===== config.mk =====
export PLATFORM = sky130hd
export DESIGN_NAME = row_writeback
export DESIGN_NICKNAME = d
export VERILOG_FILES = /design/src/rtl/row_writeback_pkg.sv /design/src/rtl/row_writeback_fifo.sv /design/src/rtl/row_writeback.sv
export SDC_FILE = /design/constraint.sdc
export NUM_CORES = 1
export LEC_CHECK = 0
export ABC_CLOCK_PERIOD_IN_PS = 12400
export CAP_MARGIN = 0
export CORE_MARGIN = 4
export CORE_UTILIZATION = 45
export DETAILED_ROUTE_END_ITERATION = 8
export PLACE_DENSITY = 0.67
export SYNTH_ARGS = -nofsm -noshare
export SYNTH_HDL_FRONTEND = slang
export SYNTH_HIERARCHICAL = 1
export SYNTH_SLANG_ARGS = --single-unit

===== constraint.sdc =====
create_clock -name clock -period 12.4 [get_ports clock]
set_clock_uncertainty 0.05 [all_clocks]
set_input_delay 2.48 -clock clock [delete_from_list [all_inputs] [get_ports clock]]
set_output_delay 2.48 -clock clock [all_outputs]
set_load 0.01 [all_outputs]

===== src/rtl/row_writeback_pkg.sv =====
// Shared definitions for the row write-back block: default widths,
// the word-width helper and the packing FSM state type.
package row_writeback_pkg;

    localparam int DATA_W_DEF = 24;
    localparam int ADDR_W_DEF = 9;

    // One SRAM word carries an even/odd pair of row sums.
    function automatic int word_width(input int data_w);
        return 2 * data_w;
    endfunction

    typedef enum logic [1:0] {
        S_LO,
        S_HI,
        S_WR,
        S_DONE
    } wb_state_e;

endpackage


===== src/rtl/row_writeback_fifo.sv =====
// wb_fifo: small synchronous FIFO with registered count, full and empty flags.
// The head entry is presented combinationally so it can be popped the cycle after it is pushed.
module wb_fifo #(
    parameter int WIDTH = 24,
    parameter int DEPTH = 4
) (
    input  logic             clock,
    input  logic             reset,
    input  logic             push,
    input  logic [WIDTH-1:0] push_data,
    input  logic             pop,
    output logic [WIDTH-1:0] head,
    output logic             full,
    output logic             empty
);

    localparam int PTR_W = $clog2(DEPTH);

    logic [WIDTH-1:0] mem [DEPTH];
    logic [PTR_W-1:0] wr_ptr_q, wr_ptr_d;
    logic [PTR_W-1:0] rd_ptr_q, rd_ptr_d;
    logic [PTR_W:0]   count_q, count_d;
    logic             do_push;
    logic             do_pop;

    assign full  = (count_q == (PTR_W+1)'(DEPTH));
    assign empty = (count_q == '0);
    assign head  = mem[rd_ptr_q];

    // A full FIFO can still take a push when the same cycle pops.
    always_comb begin
        do_pop   = pop && !empty;
        do_push  = push && (!full || do_pop);
        wr_ptr_d = wr_ptr_q + PTR_W'(do_push);
        rd_ptr_d = rd_ptr_q + PTR_W'(do_pop);
        count_d  = count_q + (PTR_W+1)'(do_push) - (PTR_W+1)'(do_pop);
    end

    always_ff @(posedge clock or negedge reset) begin
        if (!reset) begin
            wr_ptr_q <= '0;
            rd_ptr_q <= '0;
            count_q  <= '0;
        end else begin
            wr_ptr_q <= wr_ptr_d;
            rd_ptr_q <= rd_ptr_d;
            count_q  <= count_d;
        end
    end

    always_ff @(posedge clock) begin
        if (do_push) begin
            mem[wr_ptr_q] <= push_data;
        end
    end

endmodule


===== src/rtl/row_writeback.sv =====
// row_writeback: buffers row sums, packs them in pairs and writes them to the result SRAM.
// Optional row-order checking is built when WB_ROWCHK_EN is defined.
module row_writeback
    import row_writeback_pkg::*;
#(
    parameter int DATA_W     = DATA_W_DEF,
    parameter int FIFO_DEPTH = 4,
    parameter int ADDR_W     = ADDR_W_DEF,
    parameter int ROWS       = 512
) (
    input  logic                          clock,
    input  logic                          reset,
    input  logic                          sum_valid,
    input  logic [DATA_W-1:0]             sum_in,
    input  logic [ADDR_W:0]               sum_row,
    output logic                          sum_ready,
    input  logic                          flush,
    output logic                          wr_en,
    output logic [ADDR_W-1:0]             wr_addr,
    output logic [word_width(DATA_W)-1:0] wr_data,
    input  logic                          wr_ready,
    output logic                          done,
    output logic                          seq_err
);

    localparam int WORD_W = word_width(DATA_W);
    localparam int RD_W   = ADDR_W + 2;

    wb_state_e         state_q, state_d;
    logic [DATA_W-1:0] lo_q, lo_d;
    logic              wr_en_q, wr_en_d;
    logic [ADDR_W-1:0] wr_addr_q, wr_addr_d;
    logic [WORD_W-1:0] wr_data_q, wr_data_d;
    logic [RD_W-1:0]   rows_done_q, rows_done_d;
    logic              flushed_q, flushed_d;

    logic              push_acc;
    logic              fifo_pop;
    logic [DATA_W-1:0] fifo_head;
    logic              fifo_full;
    logic              fifo_empty;

    assign sum_ready = !fifo_full && (state_q != S_DONE);
    assign push_acc  = sum_valid && sum_ready;
    assign wr_en     = wr_en_q;
    assign wr_addr   = wr_addr_q;
    assign wr_data   = wr_data_q;
    assign done      = (state_q == S_DONE);

    wb_fifo #(
        .WIDTH (DATA_W),
        .DEPTH (FIFO_DEPTH)
    ) u_fifo (
        .clock     (clock),
        .reset     (reset),
        .push      (push_acc),
        .push_data (sum_in),
        .pop       (fifo_pop),
        .head      (fifo_head),
        .full      (fifo_full),
        .empty     (fifo_empty)
    );

    always_comb begin
        state_d     = state_q;
        lo_d        = lo_q;
        wr_en_d     = wr_en_q;
        wr_addr_d   = wr_addr_q;
        wr_data_d   = wr_data_q;
        rows_done_d = rows_done_q;
        flushed_d   = flushed_q;
        fifo_pop    = 1'b0;

        case (state_q)
            S_LO: begin
                if (!fifo_empty) begin
                    fifo_pop = 1'b1;
                    lo_d     = fifo_head;
                    state_d  = S_HI;
                end
            end
            S_HI: begin
                if (!fifo_empty) begin
                    fifo_pop  = 1'b1;
                    wr_data_d = {fifo_head, lo_q};
                    wr_en_d   = 1'b1;
                    flushed_d = 1'b0;
                    state_d   = S_WR;
                end else if (flush) begin
                    wr_data_d = {{DATA_W{1'b0}}, lo_q};
                    wr_en_d   = 1'b1;
                    flushed_d = 1'b1;
                    state_d   = S_WR;
                end
            end
            S_WR: begin
                // A flushed word carries only one real row.
                if (wr_ready) begin
                    wr_en_d     = 1'b0;
                    wr_addr_d   = wr_addr_q + ADDR_W'(1);
                    rows_done_d = rows_done_q + (flushed_q ? RD_W'(1) : RD_W'(2));
                    state_d     = (rows_done_d >= RD_W'(ROWS)) ? S_DONE : S_LO;
                end
            end
            S_DONE: begin
                state_d = S_DONE;
            end
            default: begin
                state_d = S_LO;
            end
        endcase
    end

    always_ff @(posedge clock or negedge reset) begin
        if (!reset) begin
            state_q     <= S_LO;
            lo_q        <= '0;
            wr_en_q     <= 1'b0;
            wr_addr_q   <= '0;
            wr_data_q   <= '0;
            rows_done_q <= '0;
            flushed_q   <= 1'b0;
        end else begin
            state_q     <= state_d;
            lo_q        <= lo_d;
            wr_en_q     <= wr_en_d;
            wr_addr_q   <= wr_addr_d;
            wr_data_q   <= wr_data_d;
            rows_done_q <= rows_done_d;
            flushed_q   <= flushed_d;
        end
    end

`ifdef WB_ROWCHK_EN
    logic [ADDR_W:0] exp_row_q, exp_row_d;
    logic            seq_err_q, seq_err_d;

    // Out-of-order rows are flagged but still stored; the check never stalls.
    always_comb begin
        exp_row_d = exp_row_q;
        seq_err_d = seq_err_q;
        if (push_acc) begin
            exp_row_d = exp_row_q + (ADDR_W+1)'(1);
            if (sum_row != exp_row_q) begin
                seq_err_d = 1'b1;
            end
        end
    end

    always_ff @(posedge clock or negedge reset) begin
        if (!reset) begin
            exp_row_q <= '0;
            seq_err_q <= 1'b0;
        end else begin
            exp_row_q <= exp_row_d;
            seq_err_q <= seq_err_d;
        end
    end

    assign seq_err = seq_err_q;
`else
    logic unused_sum_row;

    assign unused_sum_row = ^sum_row;
    assign seq_err        = 1'b0;
`endif

endmodule


==> out/metrics.sh <==
RUN_STATUS='complete, no violations'
F_MAX_MHz=227
CTS_RESIZED=0
FIN_AREA_SQ_UM=9420
POSTSYNTHCELLCOUNT=425
PLACEMENT.IO_BUFFERS=88
ANTENNA-DIODE-COUNT=0
SYNTH_ENABLE_FLOP_CELLS=96
CRITICAL_PATH_ARRIVAL_PS=1870
DOMINANTREGCELLSYNTH='sky130_fd_sc_hd__dfrtp_1'
UTILIZATION=0.564
CTS_HOLD_BUFFERS=0
SYNTH_AREA_SQ_UM=7700
TRITONCTS='done'
POSTROUTEANTENNANETS=0
TIMING.REG2REG.WORST_PATH_DEPTH=6
CTS_SINKS=199
CLOCK_TREE.BUFFER_DEPTH=2
DRIVE_GT1_FRAC=0.239
TIMING.FINAL.SETUP_VIOLATIONS=0
COMMONEST_NON_FILL_NON_TAP_CELL_IN_THE_LAYOUT='sky130_fd_sc_hd__dfrtp_1'
NET_COUNT_AFTER_SYNTHESIS=472
PLACE_AREA_SQ_UM=8830
TIMING.CRITICAL_PATH.TO_TYPE='output port'
IR_WORST_VDD_mV=0.126
FINAL.SETUP.TNS_PS=0
MAX_SLEW_MARGIN=0.414
GRT_START_MAX_NET_PINS=63
CORE_AREA_SQ_UM=16700
FINAL.MIN_CLOCK_PERIOD_PS=4400
SETUP_CRIT_PATH_KIND='flop to output port'
SYN_AREA_PER_CELL_SQ_UM=18.1
YOSYSUNIQUECELLTYPES=46
DR.PASS1.ITERS=4
NNETSFINAL=569
BOUNDARYPINS=100
POWER.TOTAL_mW=2.31
VIA_COUNT=3979
HTREE_LEVELS=4
SYNTH-SEQ-AREA-SHARE=0.709
DRT-TOTAL-WL_MM=14.5
LAYOUT.CELLS.MOST_COMMON_LIST='sky130_fd_sc_hd__dfrtp_1 (102), sky130_fd_sc_hd__edfxtp_1 (96), sky130_fd_sc_hd__clkdlybuf4s50_1 (87)'
CLK_TRANSITION_REPORTED_PATHS_PS=70
INSERTION_DELAY_PS=430
GLOBALPLACE.CONGESTION=0.724
FINALMAXSLEWVIOLATIONS=0
GRT_FIRST_PASS_WIRELENGTH_MM=23.9
HOLD_VIOL_FINAL=0
SYNTHESIS.YOSYS.WARNINGS=6
CTS-BUFFERS-INSERTED=17
CRIT_PATH_START_KIND='flop'
PLACE.DETAILED.HPWL_MM=9.39
FLOORPLAN.INITIALDENSITY=0.461
RSZ0062_AT_GRT='false'
ANTENNA_VIOLATIONS_BEFORE_REPAIR=0
LAYOUT-AREA-OVERHEAD-VS-SYNTH_PCT=22.2
COUNT_OF_ROUTING_VIOLATIONS_AFTER_THE_OPENING_DETAILED_ROUTE_ITERATION=245
POST-CTS-SETUP-BUFFERS=0
YS_ASYNC_SR_FRACTION=0.518
POWER-PER-CELL-AREA_nW_PER_UM2=245
SLEW_WORST_PIN_PS=879
DIE_H_MICRONS=139
DIE_W_MICRONS=139
ROWS=47
GRT-OVFL-TOTAL=0
GLOBAL_ROUTE.USAGE.TOTAL=0.159
WL_PER_CELL_MICRONS=19.3
FINALCRITPERIODSHARE=0.355
FIRST_GLOBAL_VIAS=4351
SYNTH-SEQ-CELLS=199
DRCVIOLATIONCOUNT=0
FLOORPLAN.DIE_AREA_SQ_UM=19300
CRIT_REQUIRED_PS=9870
DRT-VIAS-PER-INSTANCE=5.27
POWER.STATIC_LEAKAGE_nW=3.64
CRITICAL_PATH.MAX_FANOUT=8
CAP_VIOLATIONS=0
CLOCKROOTBUFFER='sky130_fd_sc_hd__clkbuf_16'
HOLD_CLASS='flop to flop'
HOLD_DEPTH=1
[state kept, by name (all words and copies together), names as in the netlist]
register,count
state_q,2
u_fifo/mem,96
wr_data,48
wr_addr,9
rows_done_q,11
u_fifo/wr_ptr_q,2
lo_q,24
wr_en,1
u_fifo/count_q,3
u_fifo/rd_ptr_q,2
flushed_q,1
[layer usage]
metal  track usage  share of wire
met1         0.205           0.44
met2         0.263           0.51
met3        0.0445          0.043
met4        0.0525          0.014
met5             0              0
[power breakdown]
| part | internal, mW | leakage [nW] | switching, mW | total (mW) |
|---|---|---|---|---|
| Sequential | 0.896 | 2.14 | 0.139 | 1.04 |
| Combinational | 0.423 | 1.21 | 0.316 | 0.739 |
| Clock | 0.296 | 0.281 | 0.239 | 0.535 |
[per-stage QoR]
step | hold WS [ps] | instances | setup slack, ps
floorplan | 401 | 425 | 6600
global placement | 417 | 723 | 7720
detailed placement | 415 | 723 | 7660
CTS | 428 | 755 | 7940
global route | 461 | 755 | 7930
finish | 419 | 755 | 8000
[synthesized netlist by cell type, drive strengths merged (4+ instances only)]
cell type | count | area, sq um
a22o | 24 | 210
buf | 17 | 130
dfrtp | 103 | 2580
edfxtp | 96 | 2880
ha | 6 | 75.1
inv | 5 | 18.8
mux2 | 49 | 552
mux4 | 24 | 556
nand2 | 19 | 73.8
nand3 | 7 | 35.0
nor2 | 7 | 26.3
nor3 | 4 | 25.0
xnor2 | 13 | 114
xor2 | 9 | 78.8
[layout make-up]
| class | count | area (sq um) |
|---|---|---|
| fillers | 1318 | 7280 |
| repair buffers | 98 | 953 |
| multi-input cells | 201 | 2120 |
| clock inverters | 12 | 118 |
| inverters | 5 | 18.8 |
| well taps | 220 | 275 |
| clock buffers | 20 | 467 |
| flip-flops and latches | 199 | 5460 |
[worst paths after layout]
path	start	end	slack, ps
worst max register to register	u_fifo/count_q[1]	wr_data[9]	9370
worst min register to register	wr_addr[8]	wr_addr[8]	420
worst max-delay path	state_q[0]	sum_ready	8000
worst min-delay path	wr_addr[8]	wr_addr[8]	420
min in group asynchronous	reset	rows_done_q[3]	1980
max in group asynchronous	reset	wr_data[34]	9130
[critical path: stages, from the launching register on]
cell and delay [ps]:
sky130_fd_sc_hd__dfrtp_1 470, sky130_fd_sc_hd__and2_1 230, sky130_fd_sc_hd__nor2_1 170, sky130_fd_sc_hd__clkdlybuf4s50_1 570
[cell families (layout without fill, tap and decap cells)]
| group | count (synthesis) | after routing | synth area share |
|---|---|---|---|
| DFF | 199 | 199 | 0.709 |
| adders and majority gates | 8 | 8 | 0.0149 |
| muxes | 73 | 73 | 0.144 |
| buffers and inverters | 25 | 135 | 0.0208 |
| xor gates and xnor gates | 22 | 22 | 0.0250 |
| other | 1 | 1 | 0.000487 |
| and+or+nand+nor | 63 | 63 | 0.0499 |
| AOI/OAI and AO/OA | 34 | 34 | 0.0365 |
(Power assumes the default switching activity.)
